--- src/rtl/rb_read_ctrl_pkg.sv ---
// rb_read_ctrl_pkg: shared sizes and FSM encoding for the packed-pixel BRAM read controller
package rb_read_ctrl_pkg;
   localparam int PIXEL_WIDTH       = 8;
   localparam int RBS               = 4;
   localparam int BRAM_DEPTH        = 256;
   localparam int RB_READ_DEPTH     = BRAM_DEPTH / RBS;
   localparam int BRAM_R_ADDR_WIDTH = $clog2(RB_READ_DEPTH);
   localparam int BRAM_R_DATA_WIDTH = RBS * PIXEL_WIDTH;

   typedef enum logic [1:0] {
      RBR_IDLE  = 2'd0,
      RBR_RUN   = 2'd1,
      RBR_DRAIN = 2'd2
   } rbr_state_e;
endpackage

--- src/rtl/rb_read_ctrl_skid.sv ---
// rb_skid_buffer: 2-entry (data, last) FIFO whose occupancy feeds the read-issue credit check
module rb_skid_buffer
   import rb_read_ctrl_pkg::*;
#(
   parameter int DW = BRAM_R_DATA_WIDTH
) (
   input  logic          clk,
   input  logic          rst_n,
   input  logic          in_valid,
   input  logic [DW-1:0] in_data,
   input  logic          in_last,
   output logic          out_valid,
   input  logic          out_ready,
   output logic [DW-1:0] out_data,
   output logic          out_last,
   output logic [1:0]    count
);
   logic [DW:0] e0_q, e0_d, e1_q, e1_d;
   logic [1:0]  cnt_q, cnt_d;
   logic        pop;

   assign pop       = out_valid & out_ready;
   assign out_valid = cnt_q != 2'd0;
   assign out_data  = e0_q[DW-1:0];
   assign out_last  = out_valid & e0_q[DW];
   assign count     = cnt_q;

   // Entry 0 is always the head; a push lands in the first slot free after this cycle's pop.
   always_comb begin
      e0_d  = pop ? e1_q : e0_q;
      e1_d  = e1_q;
      cnt_d = cnt_q - {1'b0, pop};
      if (in_valid) begin
         if (cnt_d == 2'd0) e0_d = {in_last, in_data};
         else e1_d = {in_last, in_data};
         cnt_d = cnt_d + 2'd1;
      end
   end

   always_ff @(posedge clk or negedge rst_n) begin
      if (!rst_n) begin
         e0_q  <= '0;
         e1_q  <= '0;
         cnt_q <= 2'd0;
      end else begin
         e0_q  <= e0_d;
         e1_q  <= e1_d;
         cnt_q <= cnt_d;
      end
   end
endmodule

--- src/rtl/rb_read_ctrl.sv ---
// rb_read_ctrl: burst reader from BRAM port B into a valid/ready stream with full backpressure.
// Define RB_READ_WRAP_EN to let bursts wrap from the last word back to address 0.
module rb_read_ctrl
   import rb_read_ctrl_pkg::*;
#(
   parameter int AW     = BRAM_R_ADDR_WIDTH,
   parameter int DW     = BRAM_R_DATA_WIDTH,
   parameter int RDEPTH = RB_READ_DEPTH
) (
   input  logic          clk,
   input  logic          rst_n,
   input  logic          start,
   input  logic [AW-1:0] base_addr,
   input  logic [AW:0]   len,
   output logic          busy,
   output logic          done,
   output logic          err,
   output logic          bram_en_b,
   output logic [AW-1:0] bram_addr_b,
   input  logic [DW-1:0] bram_dout_b,
   output logic          m_valid,
   input  logic          m_ready,
   output logic [DW-1:0] m_data,
   output logic          m_last
);
   rbr_state_e    state_q, state_d;
   logic [AW-1:0] addr_q, addr_d, addr_nx;
   logic [AW:0]   issue_q, issue_d, out_q, out_d;
   logic          rd_q, rd_d, rd_last_q, rd_last_d, zdone_q, zdone_d, err_q, err_d;
   logic [1:0]    occ;
   logic          pop, req_bad;

   assign pop = m_valid & m_ready;

`ifdef RB_READ_WRAP_EN
   assign req_bad = len > (AW+1)'(RDEPTH);
   assign addr_nx = (addr_q == AW'(RDEPTH - 1)) ? '0 : addr_q + AW'(1);
`else
   assign req_bad = ((AW+2)'(base_addr) + (AW+2)'(len)) > (AW+2)'(RDEPTH);
   assign addr_nx = addr_q + AW'(1);
`endif

   // Credit counts the head word leaving this cycle as already gone, which is what sustains 1 word/cycle.
   assign bram_en_b   = (state_q == RBR_RUN) && (issue_q != '0) &&
                        ((3'(occ) + 3'(rd_q) - 3'(pop)) < 3'd2);
   assign bram_addr_b = addr_q;
   assign busy        = state_q != RBR_IDLE;
   assign done        = zdone_q | ((state_q == RBR_DRAIN) && (out_q == '0));
   assign err         = err_q;

   always_comb begin
      state_d   = state_q;
      addr_d    = addr_q;
      issue_d   = issue_q;
      out_d     = out_q;
      zdone_d   = 1'b0;
      err_d     = 1'b0;
      rd_d      = bram_en_b;
      rd_last_d = bram_en_b && (issue_q == (AW+1)'(1));
      case (state_q)
         RBR_IDLE: begin
            if (start) begin
               if (len == '0) zdone_d = 1'b1;
               else if (req_bad) err_d = 1'b1;
               else begin
                  state_d = RBR_RUN;
                  addr_d  = base_addr;
                  issue_d = len;
                  out_d   = len;
               end
            end
         end
         RBR_RUN: begin
            if (bram_en_b) begin
               addr_d  = addr_nx;
               issue_d = issue_q - (AW+1)'(1);
               if (issue_q == (AW+1)'(1)) state_d = RBR_DRAIN;
            end
         end
         RBR_DRAIN: if (out_q == '0) state_d = RBR_IDLE;
         default: state_d = RBR_IDLE;
      endcase
      if (pop) out_d = out_q - (AW+1)'(1);
   end

   always_ff @(posedge clk or negedge rst_n) begin
      if (!rst_n) begin
         state_q   <= RBR_IDLE;
         addr_q    <= '0;
         issue_q   <= '0;
         out_q     <= '0;
         rd_q      <= 1'b0;
         rd_last_q <= 1'b0;
         zdone_q   <= 1'b0;
         err_q     <= 1'b0;
      end else begin
         state_q   <= state_d;
         addr_q    <= addr_d;
         issue_q   <= issue_d;
         out_q     <= out_d;
         rd_q      <= rd_d;
         rd_last_q <= rd_last_d;
         zdone_q   <= zdone_d;
         err_q     <= err_d;
      end
   end

   rb_skid_buffer #(.DW(DW)) u_skid (
      .clk       (clk),
      .rst_n     (rst_n),
      .in_valid  (rd_q),
      .in_data   (bram_dout_b),
      .in_last   (rd_last_q),
      .out_valid (m_valid),
      .out_ready (m_ready),
      .out_data  (m_data),
      .out_last  (m_last),
      .count     (occ)
   );
endmodule

--- config.mk ---
export PLATFORM = sky130hd
export DESIGN_NAME = rb_read_ctrl
export DESIGN_NICKNAME = d
export VERILOG_FILES = /design/src/rtl/rb_read_ctrl_pkg.sv /design/src/rtl/rb_read_ctrl_skid.sv /design/src/rtl/rb_read_ctrl.sv
export SDC_FILE = /design/constraint.sdc
export NUM_CORES = 1
export LEC_CHECK = 0
export BUFFER_PORTS_ARGS = -buffer_cell sky130_fd_sc_hd__buf_2
export CAP_MARGIN = 10
export CORE_UTILIZATION = 45
export CTS_CLUSTER_DIAMETER = 30
export DETAILED_ROUTE_END_ITERATION = 10
export GPL_TIMING_DRIVEN = 1
export PLACE_DENSITY_LB_ADDON = 0.12
export SYNTH_ARGS = -nofsm -noshare
export SYNTH_HDL_FRONTEND = slang
export SYNTH_SLANG_ARGS = --single-unit
export TNS_END_PERCENT = 10
--- constraint.sdc ---
create_clock -name clk -period 9.24 [get_ports clk]
set_clock_uncertainty 0.1 [all_clocks]
set_input_delay 0.924 -clock clk [delete_from_list [all_inputs] [get_ports clk]]
set_output_delay 0.924 -clock clk [all_outputs]
set_load 0.02 [all_outputs]
* Yosys cells after proc, flatten, opt, wreduce, memory -nomap -nowiden *
Cells that the tools add are included.
W data, S select, Z words.

cells by class
  add/subtract/negate cells = 8
  magnitude comparators = 2
  eq/ne operators = 11
  muxes and demuxes = 30
  bitwise gates (word level) = 4
  reduce and logical (&&, ||, !) cells = 18

operators with widths
  kind                   number
  $mux W33               3
  $mux W7                6
  $mux W6                4
  $logic_not A7 Y1       2
  $mux W2                7
  $pmux W7 S2            1
  $sub A7 B1 Y7 const B  2
  $ne A2 B2 Y1 const B   6
  $pmux W6 S2            1
  $reduce_bool A2 Y1     5
  $add A6 B7 Y8          1
  $gt A8 B7 Y1 const B   1
  $eq A7 B1 Y1 const B   1
  $mux W1                7
  $reduce_bool A7 Y1     1
  $add A6 B1 Y6 const B  1
  $pmux W2 S3            1
  $reduce_and A6 Y1      1
  $reduce_and A5 Y1      1
  $logic_and A1 B1 Y1    4
  $logic_not A2 Y1       2
  $ne A2 B1 Y1 const B   2
  $reduce_and A4 Y1      1
  $add A2 B1 Y3          1
  other kinds (10)       11

word-level totals
  bits in registers = 94
  bits of input ports = 49
  output and inout port bits = 44
  logic and storage cells = 84

* Longest topological paths before layout *
  depth in word-level cells = 7
  depth in mapped cells = 16
  depth with buffers taken out = 13

* By module *
A second synthesis with hierarchy kept.

unflattened totals
  cells, all modules = 504
  area total of the unflattened synthesis = 4973.5 um^2

modules (own cells, without submodules)
  module          instances  cells an instance  area each (um^2)  seq. area each (um^2)
  rb_skid_buffer  1          294                3164.3            1701.6
  rb_read_ctrl    1          210                1809.2            650.6

* Worst setup path after synthesis *
No wires, ideal clock.

  kind = input to output
  from = in m_ready
  to = out bram_en_b
  arrival time = 3.047 ns
  required time = 8.216 ns
  slack = 5.169 ns
  stages = 10
  buffers on the path = 2
  cells stage by stage = nand2_1 -> inv_1 -> buf_2 -> buf_2 -> ha_1 -> nand2b_1 -> fa_1 -> xnor2_1 -> nand3_1 -> a21oi_1

on the way
  word-level cells in the longest chain between the ends = 4

RTL lines
  what                 line                source
  start: declaration   rb_read_ctrl.sv:22  input logic m_ready,
  $and A1 B1 Y1        rb_read_ctrl.sv:33  assign pop = m_valid & m_ready;
  $sub A3 B1 Y3        rb_read_ctrl.sv:45  ((3'(occ) + 3'(rd_q) - 3'(pop)) < 3'd2);
  $lt A3 B2 Y1         rb_read_ctrl.sv:45
  $logic_and A1 B1 Y1  rb_read_ctrl.sv:44  assign bram_en_b = (state_q == RBR_RUN) && (issue_q != '0) &&
  end: declaration     rb_read_ctrl.sv:18  output logic bram_en_b,

No other way between the ends.

* Final worst setup path *
  from = reg u_skid.cnt_q[1], in the netlist u_skid.count[1]
  to = out bram_en_b

on the way
  word-level cells in the longest chain between the ends = 5

RTL lines
  what                                                                   line                     source
  start: declaration                                                     rb_read_ctrl_skid.sv:19  logic [1:0] cnt_q, cnt_d;
  start signal: assignment                                               rb_read_ctrl_skid.sv:48  cnt_q <= cnt_d;
  parallel branches: the longest is 2 deep, another holds $add A2 B1 Y3  --
  $sub A3 B1 Y3 *                                                        rb_read_ctrl.sv:45
  $lt A3 B2 Y1 *                                                         rb_read_ctrl.sv:45
  $logic_and A1 B1 Y1 *                                                  rb_read_ctrl.sv:44

Every way passes the cells marked *.

==> reports/qor.txt <==
Outcome: complete, no violations
CTS Root Cell: clkbuf_8
Num rows: 37
Worst Tran Pin Value: 1060 ps
Commonest non-fill, non-tap cell in the layout: dfrtp_1
Tightest Hold Check Type: in -> async
Initial antenna violation count: 0
Total routed wirelength: 9740 um
Via/cell ratio: 5.20
# nets final: 586
Vias in the first global route: 3422
Leak Pwr: 2.50 nW
Slowest stage delay, CP: 430 ps
Yosys warns: 0
Critical-path cell list: inv_1 -> nand2_1 -> nand2_1 -> inv_2 -> ha_1 -> nand2b_1 -> fa_1 -> xnor2_1 -> nand3_1 -> a21oi_1 -> buf_2
Chip Height: 106 um
FF+latch count, synth: 94
Peak supply drop: 175 uV
Unrepaired setup endpoints after global routing: no
CP Max Fanout: 15
Cts hold-fix bufs: 0
Commonest non-fill, non-tap cells in the layout: 94 x dfrtp_1, 91 x buf_2, 54 x nand2_1
Aggregate global routing overflow: 0
Switching share of total power: 39.8%
GRT Resource Usage Total: 18.6%
Fin crit share: 44.9%
Required @ worst endpoint: 8220 ps
Setup CP Type: reg -> out
Ant diodes: 0
Peak Freq: 0.241 GHz
DR iter-0 viols: 160
WP data arrival: 3130 ps
Port Buffers: 92
Worst setup EP type: output port
Mapped Area: 0.00487 mm^2
Core area: 0.0104 mm^2
Die X: 106 um
Max Slew Vio Count: 0
Starting density of the core: 46.8%
Unique cell type count in the Yosys netlist: 44
Worst Setup SP: u_skid.count[1]
Post-synthesis instance total: 469
Ratio of cells with drive above 1 in the final layout: 31.2%
WP buf/inv: 3
Synthesized area per cell: 10.4 um^2
Post-layout min period: 4150 ps
Final setup vio count: 0
Max clock buf depth: 2
Routability congestion estimate: 0.753
Fin Hold WS: 351 ps
Most used cell, CP: nand2_1
Die ar.: 0.0112 mm^2
Vias: 3440
Syn_nets: 535
Slew HR: 29.5%
Max-cap viol count: 0
CTS tree: done
Combinational share of power: 45.1%
HPWL Detailed: 6680 um
Num CTS Buffers: 9
Antenna Violating Nets Remaining: 0
First-pass GRT wire length: 16300 um
H-Tree Depth: 3
Startpoint types: register
Crit path max-delay cell type: dfrtp_1
Net switching power figure: 0.000751 W
Clk slew on worst S/H paths: 90 ps
Layout area overhead: 11.3%
PD cells: 348 mW/mm^2
Setup TNS: 0 ps
Clock Power Share: 16.3%
Clock Sinks: 94
Sequential share of power: 38.6%
Largest net degree at the start of global routing: 74
DRC Markers: 0
Final Hold Viols: 0
1st-pass router iterations: 5
Sequential cell area fraction in the yosys report: 48.3%
Crit path max-delay family: simple AND/OR/NAND/NOR gates
Internal: 0.00113 W
IO Pins: 93
Postcts setup bufs: 0
CTS resizes: 0
Worst-Skew Late Latency: 350 ps
Avg WL per Cell: 14.7 um
FF-to-FF Start: u_skid.count[1]
## path summary, 6_finish.rpt
check,to,slack (ps),cells after the start
setup / recovery,bram_en_b,5090,11
hold reg to reg,u_skid.e1_q[20],410,1
max in group asynchronous,u_skid.e0_q[19],7490,2
setup reg to reg,issue_q[0],5670,13
min in group clk,u_skid.e1_q[20],410,1
hold / removal,zdone_q,350,1
## kinds of logic (layout without fill, tap and decap cells)
| logic type | Yosys count | count (layout) | synth area share, % |
|---|---|---|---|
| xor gates and xnor gates | 6 | 6 | 1.08 |
| muxes | 69 | 69 | 15.0 |
| DFF | 94 | 94 | 48.3 |
| and+or+nand+nor | 121 | 121 | 11.6 |
| buffers and inverters | 68 | 124 | 8.07 |
| adders and majority gates | 17 | 17 | 4.68 |
| AOI/OAI and AO/OA | 94 | 94 | 11.3 |
## metrics by stage
stage               std cells  cell area, um^2  utilization (%)  worst slack [ps]  total power, W
finish                    661             5420             52.0              5090         0.00188
global route              661             5420             52.0              4870         0.00204
CTS                       661             5420             52.0              5040         0.00191
detailed placement        645             5190             49.8              5090         0.00160
global placement          645             5190             49.8              5140         0.00157
floorplan                 469             4870                -              5170         0.00146
## synthesized netlist by cell type (all sizes together)
cell type	n	share of area, %
o2111a	1	0.23
xor2	2	0.36
and2	2	0.26
buf	39	5.8
ha	15	3.9
a21oi	31	3.2
and4	1	0.23
fa	2	0.82
o211ai	2	0.31
nand4b	1	0.18
nor3	4	0.41
a31o	1	0.18
o21ai	44	4.6
or2	6	0.77
nand3	14	1.4
inv	14	1.1
o31ai	1	0.15
or3b	2	0.36
nor4	3	0.39
a311o	1	0.21
nand2	54	4.2
clkbuf	15	1.2
nor2b	4	0.51
mux2	33	7.6
o31a	1	0.18
and3	3	0.39
nor3b	1	0.15
xnor2	4	0.72
nor2	20	1.6
or3	3	0.39
o22ai	4	0.51
o21bai	2	0.39
o221a	5	1.2
a21o	1	0.15
dfrtp	94	48
nand2b	3	0.39
mux2i	36	7.4
## state kept, by name (all words and copies together), names as in the netlist
register      flops
u_skid.e0_q      33
u_skid.e1_q      33
issue_q           7
out_q             7
bram_addr_b       6
state_q           2
u_skid.count      2
err               1
rd_last_q         1
rd_q              1
zdone_q           1
## per-layer routing
metal / share of wire (%) / GRT usage (%)
met4: 1.0 / 5.95
met5: 0 / 0
met2: 50 / 31.4
met1: 44 / 22.9
met3: 4.8 / 5.15
## power by group through the flow
stage               registers [W]  logic (W)  clock network (W)
floorplan                0.000723   0.000739                  0
global placement         0.000728   0.000837                  0
detailed placement       0.000737   0.000863                  0
CTS                      0.000730   0.000863           0.000321
global route             0.000757   0.000951           0.000335
finish                   0.000728   0.000849           0.000307
## worst register-to-register path, cell delays in order, from the launching register on
cell	delay, ps
dfrtp_1	430
inv_1	90
nand2_1	120
nand2_1	400
inv_2	70
ha_1	330
nand2b_1	170
fa_1	380
xnor2_1	140
nand3_1	90
a21oi_1	320
o21bai_2	480
mux2i_1	270
nand2_1	60
## cell type report
type	count	area [um^2]
Inverter	14	52.6
Fill cell	1005	5000
Clock inverter	6	91.3
Timing Repair Buffer	94	478
Clock buffer	10	138
Sequential cell	94	2350
Tap cell	136	170
Multi-Input combinational cell	307	2140
No activity file was read; power rests on OpenSTA's default activity.
